==> config.mk <==
export PLATFORM = sky130hd
export DESIGN_NAME = nolinear_ctrl
export DESIGN_NICKNAME = d
export VERILOG_FILES = /design/src/rtl/nl_ctrl_pkg.sv /design/src/rtl/nl_ctrl_rom.sv /design/src/rtl/nolinear_ctrl.sv
export SDC_FILE = /design/constraint.sdc
export NUM_CORES = 1
export LEC_CHECK = 0
export ABC_AREA = 1
export ABC_CLOCK_PERIOD_IN_PS = 4300
export BUFFER_PORTS_ARGS = -buffer_cell sky130_fd_sc_hd__buf_2
export CAP_MARGIN = 0
export CORE_AREA = 2 2 117 119
export CTS_CLUSTER_DIAMETER = 80
export DETAILED_ROUTE_END_ITERATION = 10
export DIE_AREA = 0 0 119 121
export PLACE_DENSITY = 0.85
export SLEW_MARGIN = 15
export SYNTH_ARGS = -nofsm -noshare
export SYNTH_HDL_FRONTEND = slang
export SYNTH_SLANG_ARGS = --single-unit
==> constraint.sdc <==
create_clock -name clk -period 4.3 [get_ports clk]
set_clock_uncertainty 0.15 [all_clocks]
set_input_delay 1.29 -clock clk [delete_from_list [all_inputs] [get_ports clk]]
set_output_delay 1.29 -clock clk [all_outputs]
set_load 0.01 [all_outputs]
==> src/rtl/nl_ctrl_pkg.sv <==
// nl_ctrl_pkg: shared definitions for the nolinear sequencer.
// Op encodings, FSM state enum, the packed datapath control word and the
// per-(op, round) control-word constants.
package nl_ctrl_pkg;

  // Command op encodings
  localparam logic [1:0] OP_SOFTMAX = 2'b00;
  localparam logic [1:0] OP_GELU    = 2'b01;
  localparam logic [1:0] OP_ROOT    = 2'b10;
  localparam logic [1:0] OP_ILLEGAL = 2'b11;

  typedef enum logic [1:0] {
    ST_IDLE = 2'd0,
    ST_R1   = 2'd1,
    ST_R2   = 2'd2,
    ST_DONE = 2'd3
  } state_e;

  // Field order matches the datapath control listing: mode first, valid last.
  typedef struct packed {
    logic [1:0] mode;
    logic [2:0] s_in;
    logic       s_mux;
    logic [2:0] s_mult;
    logic       s_add;
    logic       en_mult;
    logic       en_add;
    logic       valid;
  } ctrl_word_t;

  localparam ctrl_word_t CW_IDLE       = '{2'b00, 3'd0, 1'b0, 3'd0, 1'b0, 1'b0, 1'b0, 1'b0};
  localparam ctrl_word_t CW_SOFTMAX_R1 = '{2'b00, 3'd0, 1'b1, 3'd2, 1'b1, 1'b1, 1'b0, 1'b0};
  localparam ctrl_word_t CW_SOFTMAX_R2 = '{2'b00, 3'd1, 1'b0, 3'd0, 1'b1, 1'b1, 1'b1, 1'b1};
  localparam ctrl_word_t CW_GELU_R1    = '{2'b01, 3'd2, 1'b1, 3'd4, 1'b0, 1'b1, 1'b0, 1'b0};
  localparam ctrl_word_t CW_GELU_R2    = '{2'b01, 3'd3, 1'b0, 3'd0, 1'b1, 1'b0, 1'b1, 1'b1};
  localparam ctrl_word_t CW_ROOT_R1    = '{2'b10, 3'd2, 1'b0, 3'd1, 1'b0, 1'b1, 1'b0, 1'b1};

  // Softmax and GELU/SiLU need a second round; root finishes after R1.
  function automatic logic is_two_round(input logic [1:0] op);
    return (op == OP_SOFTMAX) || (op == OP_GELU);
  endfunction

endpackage

==> src/rtl/nl_ctrl_rom.sv <==
// nl_ctrl_rom: combinational (op, round) -> datapath control word lookup.
// round = 0 selects R1, round = 1 selects R2. Combinations with no round
// (root R2, illegal op) return the idle word.
import nl_ctrl_pkg::*;

module nl_ctrl_rom (
  input  logic [1:0] op,
  input  logic       round,
  output ctrl_word_t word
);

  // Table lookup; anything unlisted drives the datapath idle.
  always_comb begin
    word = CW_IDLE;
    case ({op, round})
      {OP_SOFTMAX, 1'b0}: word = CW_SOFTMAX_R1;
      {OP_SOFTMAX, 1'b1}: word = CW_SOFTMAX_R2;
      {OP_GELU,    1'b0}: word = CW_GELU_R1;
      {OP_GELU,    1'b1}: word = CW_GELU_R2;
      {OP_ROOT,    1'b0}: word = CW_ROOT_R1;
      default:            word = CW_IDLE;
    endcase
  end

endmodule

==> src/rtl/nolinear_ctrl.sv <==
// nolinear_ctrl: command sequencer for the nolinear datapath.
// Accepts one op per command, walks the datapath through one or two timed
// rounds, captures dp_out at the end of the final round and holds it on a
// valid/ready result port.
// Optional feature macro: NL_CTRL_ABORT_EN adds an 'abort' input that
// cancels a running op (R1/R2) or drops a pending result (DONE).
import nl_ctrl_pkg::*;

module nolinear_ctrl #(
  parameter int FIX_POINT_WIDTH = 16,
  parameter int DATA_NUM        = 4,
  parameter int R1_CYCLES       = 50,
  parameter int R2_CYCLES       = 1
) (
  input  logic                                clk,
  input  logic                                rst,
  input  logic                                cmd_valid,
  output logic                                cmd_ready,
  input  logic [1:0]                          cmd_op,
  input  logic [DATA_NUM*FIX_POINT_WIDTH-1:0] cmd_data,
  output logic [1:0]                          dp_mode,
  output logic [DATA_NUM*FIX_POINT_WIDTH-1:0] dp_in,
  output logic [2:0]                          dp_s_in,
  output logic                                dp_s_mux,
  output logic [2:0]                          dp_s_mult,
  output logic                                dp_s_add,
  output logic                                dp_en_mult,
  output logic                                dp_en_add,
  output logic                                dp_valid,
  input  logic [DATA_NUM*FIX_POINT_WIDTH-1:0] dp_out,
  output logic                                res_valid,
  input  logic                                res_ready,
  output logic [DATA_NUM*FIX_POINT_WIDTH-1:0] res_data,
  output logic                                res_err
`ifdef NL_CTRL_ABORT_EN
  ,
  input  logic                                abort
`endif
);

  localparam int VEC_W   = DATA_NUM * FIX_POINT_WIDTH;
  localparam int CNT_MAX = (R1_CYCLES > R2_CYCLES) ? R1_CYCLES : R2_CYCLES;
  localparam int CNT_W   = (CNT_MAX > 1) ? $clog2(CNT_MAX) : 1;
  localparam logic [CNT_W-1:0] R1_LOAD = CNT_W'(R1_CYCLES - 1);
  localparam logic [CNT_W-1:0] R2_LOAD = CNT_W'(R2_CYCLES - 1);

  state_e            state_reg, state_next;
  logic [CNT_W-1:0]  cnt_reg, cnt_next;
  logic [1:0]        op_reg, op_next;
  logic [VEC_W-1:0]  in_reg, in_next;
  ctrl_word_t        ctrl_reg, ctrl_next;
  logic              res_valid_reg, res_valid_next;
  logic              res_err_reg, res_err_next;
  logic [VEC_W-1:0]  res_data_reg, res_data_next;

  logic              abort_hit;
  logic [1:0]        rom_op;
  logic              rom_round;
  ctrl_word_t        rom_word;

`ifdef NL_CTRL_ABORT_EN
  assign abort_hit = abort;
`else
  assign abort_hit = 1'b0;
`endif

  // In IDLE the ROM looks ahead to the incoming op's R1 word; in R1 it
  // looks ahead to the latched op's R2 word, ready for the round change.
  assign rom_op    = (state_reg == ST_IDLE) ? cmd_op : op_reg;
  assign rom_round = (state_reg == ST_R1);

  nl_ctrl_rom u_rom (
    .op    (rom_op),
    .round (rom_round),
    .word  (rom_word)
  );

  // Only cmd_ready is combinational; forced low while reset is held.
  assign cmd_ready = rst && (state_reg == ST_IDLE);

  assign dp_mode    = ctrl_reg.mode;
  assign dp_s_in    = ctrl_reg.s_in;
  assign dp_s_mux   = ctrl_reg.s_mux;
  assign dp_s_mult  = ctrl_reg.s_mult;
  assign dp_s_add   = ctrl_reg.s_add;
  assign dp_en_mult = ctrl_reg.en_mult;
  assign dp_en_add  = ctrl_reg.en_add;
  assign dp_valid   = ctrl_reg.valid;
  assign dp_in      = in_reg;
  assign res_valid  = res_valid_reg;
  assign res_err    = res_err_reg;
  assign res_data   = res_data_reg;

  // State register and all registered outputs; reset drops any operation.
  always_ff @(posedge clk or negedge rst) begin
    if (!rst) begin
      state_reg     <= ST_IDLE;
      cnt_reg       <= '0;
      op_reg        <= OP_SOFTMAX;
      in_reg        <= '0;
      ctrl_reg      <= CW_IDLE;
      res_valid_reg <= 1'b0;
      res_err_reg   <= 1'b0;
      res_data_reg  <= '0;
    end else begin
      state_reg     <= state_next;
      cnt_reg       <= cnt_next;
      op_reg        <= op_next;
      in_reg        <= in_next;
      ctrl_reg      <= ctrl_next;
      res_valid_reg <= res_valid_next;
      res_err_reg   <= res_err_next;
      res_data_reg  <= res_data_next;
    end
  end

  // Next-state, round counter, control word and result capture.
  always_comb begin
    state_next     = state_reg;
    cnt_next       = cnt_reg;
    op_next        = op_reg;
    in_next        = in_reg;
    ctrl_next      = ctrl_reg;
    res_valid_next = res_valid_reg;
    res_err_next   = res_err_reg;
    res_data_next  = res_data_reg;

    case (state_reg)
      ST_IDLE: begin
        if (cmd_valid) begin
          op_next = cmd_op;
          in_next = cmd_data;
          if (cmd_op == OP_ILLEGAL) begin
            state_next     = ST_DONE;
            ctrl_next      = CW_IDLE;
            res_valid_next = 1'b1;
            res_err_next   = 1'b1;
            res_data_next  = '0;
          end else begin
            state_next = ST_R1;
            cnt_next   = R1_LOAD;
            ctrl_next  = rom_word;
          end
        end
      end

      ST_R1: begin
        if (abort_hit) begin
          state_next = ST_IDLE;
          ctrl_next  = CW_IDLE;
        end else if (cnt_reg != '0) begin
          cnt_next = cnt_reg - 1'b1;
        end else if (is_two_round(op_reg)) begin
          state_next = ST_R2;
          cnt_next   = R2_LOAD;
          ctrl_next  = rom_word;
        end else begin
          // Root: R1 is the final round.
          state_next     = ST_DONE;
          ctrl_next      = CW_IDLE;
          res_valid_next = 1'b1;
          res_err_next   = 1'b0;
          res_data_next  = dp_out;
        end
      end

      ST_R2: begin
        if (abort_hit) begin
          state_next = ST_IDLE;
          ctrl_next  = CW_IDLE;
        end else if (cnt_reg != '0) begin
          cnt_next = cnt_reg - 1'b1;
        end else begin
          state_next     = ST_DONE;
          ctrl_next      = CW_IDLE;
          res_valid_next = 1'b1;
          res_err_next   = 1'b0;
          res_data_next  = dp_out;
        end
      end

      ST_DONE: begin
        if (abort_hit || res_ready) begin
          state_next     = ST_IDLE;
          res_valid_next = 1'b0;
        end
      end

      default: begin
        state_next = ST_IDLE;
        ctrl_next  = CW_IDLE;
      end
    endcase
  end

endmodule

======== Yosys cells after proc, flatten, opt, wreduce, memory -nomap -nowiden ========
Index checks and enable logic that the tools add are counted.
word-level totals
  input bits .............................. 134
  flip-flop bits (word level) ............. 153
operators by class
  equality and inequality tests ........... 18
  muxes and demuxes ....................... 38
  $add $sub $neg .......................... 1
  reductions and logical operators ........ 13
operators by type and width
  operator             count
  $mux 64              5
  $pmux 64 s3          1
  $mux 13              5
  $pmux 13 s5          1
  $pmux 13 s3          1
  $mux 6               5
  $pmux 6 s3           1
  $ne 2x2->1 const B   7
  $mux 2               6
  $reduce_and 6->1     2
  $mux 1               10
  $pmux 2 s4           1
  $reduce_and 4->1     2
  $eq 2x2->1 const B   3
  $eq 3x2->1 const B   2
  $reduce_bool 6->1    1
  $sub 6x1->6 const B  1
  $reduce_and 5->1     1
  $eq 2x1->1 const B   2
  $logic_not 2->1      2
  $pmux 1 s4           1
  $eq 3x1->1 const B   1
  $eq 3x3->1 const B   1
  $logic_not 3->1      1
  other kinds (7)      7

======== Logic depth before layout (Yosys ltp) ========
  word-level depth ........................ 7
  mapped depth ............................ 11
  mapped depth without buffers ............ 10

======== Cells and area by module ========
From an unflattened synthesis, not the netlist that was laid out.
unflattened totals
  cell total of the unflattened synthesis .. 618
  area total of the unflattened synthesis .. 6605.1 um^2
by module, submodules not included
  module         instances  sequential area each (um^2)  cells each  area an instance (um^2)
  nolinear_ctrl  1          3828.7                       594         6488.7
  nl_ctrl_rom    1          0.0                          24          116.4

======== Worst setup path after synthesis ========
No wires, ideal clock.
  kind .................................... input to output
  start ................................... in rst
  end ..................................... out cmd_ready
  slack ................................... 1.450 ns
  arrival ................................. 1.410 ns
  data required time ...................... 2.860 ns
  path buffers ............................ 0
  stages .................................. 2
  cells stage by stage .................... nand2_1 -> inv_1
between the ends
  cells in the longest elaborated chain, start to end .. 1
ends and longest elaborated chain
  item               RTL line             RTL
  from (decl)        nolinear_ctrl.sv:16  input logic rst,
  $logic_and 1x1->1  nolinear_ctrl.sv:79  assign cmd_ready = rst && (state_reg == ST_IDLE);
  to (decl)          nolinear_ctrl.sv:18  output logic cmd_ready,
Every way passes these cells.

======== Worst setup path in the final report ========
Ends and elaborated chain as after synthesis.

==> reports/results.txt <==
Status: completed
Tmin final: 3.264 ns
Synthesis-to-finish area growth: 30.60%
Post-synth cell types: 22
Post-Syn Nets: 822
Mapped Avg Cell Area: 9.899 sq um
Final setup fails: 0
Register Area: 3754 sq um
RePlAce Congestion: 0.8373
Drt wl/cell: 15.55 microns
Worst hold slack: 0.3135 ns
Crit-path max FO: 36
Worst Hold Launch: res_data[51]
Slew headroom: 0.4071
Sequential share of the synthesized area: 0.5585
DRC Markers: 0
Seq cells post-synth: 150
Clock latency on the worst-skew pair: 0.41 ns
# placed instances: 1099
Worst setup SP type: input pin
VDD IR max: 0.3390 mV
Post-cts sizing count: 0
Tot Pwr: 7.319 mW
Slew at the pin with the worst max-slew slack: 0.8893 ns
Tightest Hold Check Type: register to register
CP Buf/Inv Count: 3
Total Routing Usage GR: 0.2475
Top-Level Pins: 278
Area leader, netlist: dfrtp_1
Complex-gate fraction of the synthesized area: 0.01992
GRT Residual Overflow: 0
Top cell type's share of synthesized area: 0.5585
DP Worst Slack: 1.013 ns
Vias in the first global route: 5527
1st-iter DRT viols: 343
Period utilisation layout: 0.7590
WP data arrival: 1.82 ns
WL final: 17580 microns
Clk network pwr share: 0.205
CP Class: input pin to primary output
Core ar.: 13090 sq um
CP Cell Sequence: buf_6, nand2_1, inv_1, buf_2
Sequential Power Share: 0.323
Worst path max stage delay: 0.26 ns
Clock Tree Buf Depth: 2
Post-route cell area: 8778 sq um
Cell family with most CP delay: buffers and inverters
Adder-cell share of the synthesized area: 0.01675
Multi-input gate area: 2628 sq um
Synth Area in Simple Gates: 0.2440
DIE AREA: 14400 sq um
Leakage: 4.843 nW
RSZ-0062 raised after global routing: no
NetSw: 3.015 mW
CP startpoint: rst
Ranking of synthesized cells by area: dfrtp_1 56%, nand2_1 15%, mux2_2 11%, nand3b_1 7.3%, ha_1 1.7%
Multiplexer area fraction after synthesis: 0.1072
Layout cells sized above 1: 0.4031
Internal Power: 4.304 mW
Fillcell total: 1043
Synthesized area: 6721 sq um
Area post-placement: 8179 sq um
Async SR Flop Fraction: 1.000
Worst setup margin: 1.036 ns
Pwr/cell area: 833.8 nW/um^2
# Post-CTS Setup Buffers: 0
Fin. Hold Viols: 0
Slew Viols, Final: 0
Main synth FF type: dfrtp_1
Largest net degree at the start of global routing: 73
Crit-path slowest cell: buf_6
Mapped Cells: 679
Combinational share of power: 0.472
Dpl hpwl: 12590 microns
Cell Count, Final, Fillers Out: 1131
Post-route ant nets: 0
Number of antenna violations at the first check in global routing: 0
Vias/cell: 4.975
CTS tree: built
H-Tree Level Count: 4
Worst endpoint required time: 2.86 ns
DRT Pass-1 Iters: 5
Most common cell in the netlist: nand2_1
First-pass GRT wire length: 27700 microns
Initial Util: 0.5137
Post-synth EDFFs: 0
Worst R2R Start: state_reg[1]
Diodes inserted: 0
# port buffers: 276
Max cap viols: 0
Num Clock Sinks: 150
Die width: 119 microns
Final TNS setup: 0 ns
Hold-fix buffers at CTS: 0
Fmax: 306.4 MHz
Chip Height: 121 microns
Synth cell count leaders: 271 x nand2_1, 150 x dfrtp_1, 65 x nand3b_1
Main combinational cell family by area after synthesis: simple AND/OR/NAND/NOR gates
Worst-path clk slew: 0.06 ns
Syn. warnings: 0
Fin util: 0.6709
Nature of the critical path endpoint: primary output
Row count: 42
Clock root buffer: clkbuf_16
Sw Share: 0.4120
CTS Buf Count: 17
Vias: 5627
Final Net Count: 1085
XOR/XNOR Fraction of Synth Area: 0.001303
[worst register-to-register path, stage by stage (launching register included)]
cell,delay [ns]
dfrtp_1,0.43
inv_1,0.13
ha_1,0.28
inv_1,0.17
nand2_1,0.13
a21oi_4,0.65
nand2_2,0.11
buf_4,0.28
nand2_1,0.11
nand2_1,0.06
[path summary, 6_finish.rpt]
path / slack (ns) / end / cells past startpoint
worst max-delay path: 1.04 / cmd_ready / 4
worst min-delay path: 0.31 / res_data[51] / 2
worst max register to register: 1.69 / res_data[47] / 9
worst min register to register: 0.31 / res_data[51] / 2
max in group asynchronous: 2.21 / res_data[44] / 2
min in group asynchronous: 0.61 / dp_valid / 1
[power by group through the flow]
stage          combinational [mW]  clock, mW  sequential [mW]
2_1_floorplan                2.11          0             2.60
3_3_place_gp                 3.39          0             2.35
3_5_place_dp                 3.48          0             2.37
4_1_cts                      3.48       1.52             2.36
5_1_grt                      3.84       1.60             2.43
6_report                     3.46       1.50             2.36
[routing by layer]
metal / track usage / share of wire / up-vias
met5: 0 / 0 / -
met4: 0.09673 / 0.026 / 0
met3: 0.07989 / 0.077 / 33
met2: 0.4138 / 0.50 / 248
met1: 0.2985 / 0.40 / 2645
li1: - / - / 2701
[layout make-up]
class,count,area share
sequential,150,0.4276
multi-input combinational,462,0.2993
timing repair buffer,285,0.1686
clock buffer,21,0.05131
tap,176,0.02509
clock inverter,11,0.01696
inverter,26,0.01112
[layout by cell type, fill, tap and decap left out]
cell,instances
buf_6,1
nand3b_1,65
inv_1,25
clkbuf_1,3
ha_2,1
buf_12,2
conb_1,1
a21oi_1,5
dfrtp_1,150
clkinvlp_4,6
nand2_2,2
buf_4,7
clkbuf_8,1
xor2_1,1
nor2_1,10
mux2_2,64
ha_1,8
inv_2,1
bufinv_16,3
clkbuf_16,17
nand4_1,5
inv_6,1
clkinv_2,1
nand3_1,10
nor2_2,1
o211ai_1,1
o21ai_1,5
nand3_2,1
nand2_1,269
buf_2,275
a21oi_4,1
o21ai_0,12
[cells by family (layout without fill, tap and decap cells)]
family / after synthesis / count (layout)
other: 1 / 1
adders and majority gates: 9 / 9
muxes: 64 / 64
buffers and inverters: 67 / 343
xor gates and xnor gates: 1 / 1
and+or+nand+nor: 363 / 363
DFF: 150 / 150
AOI/OAI and AO/OA: 24 / 24
(Power assumes the default switching activity.)
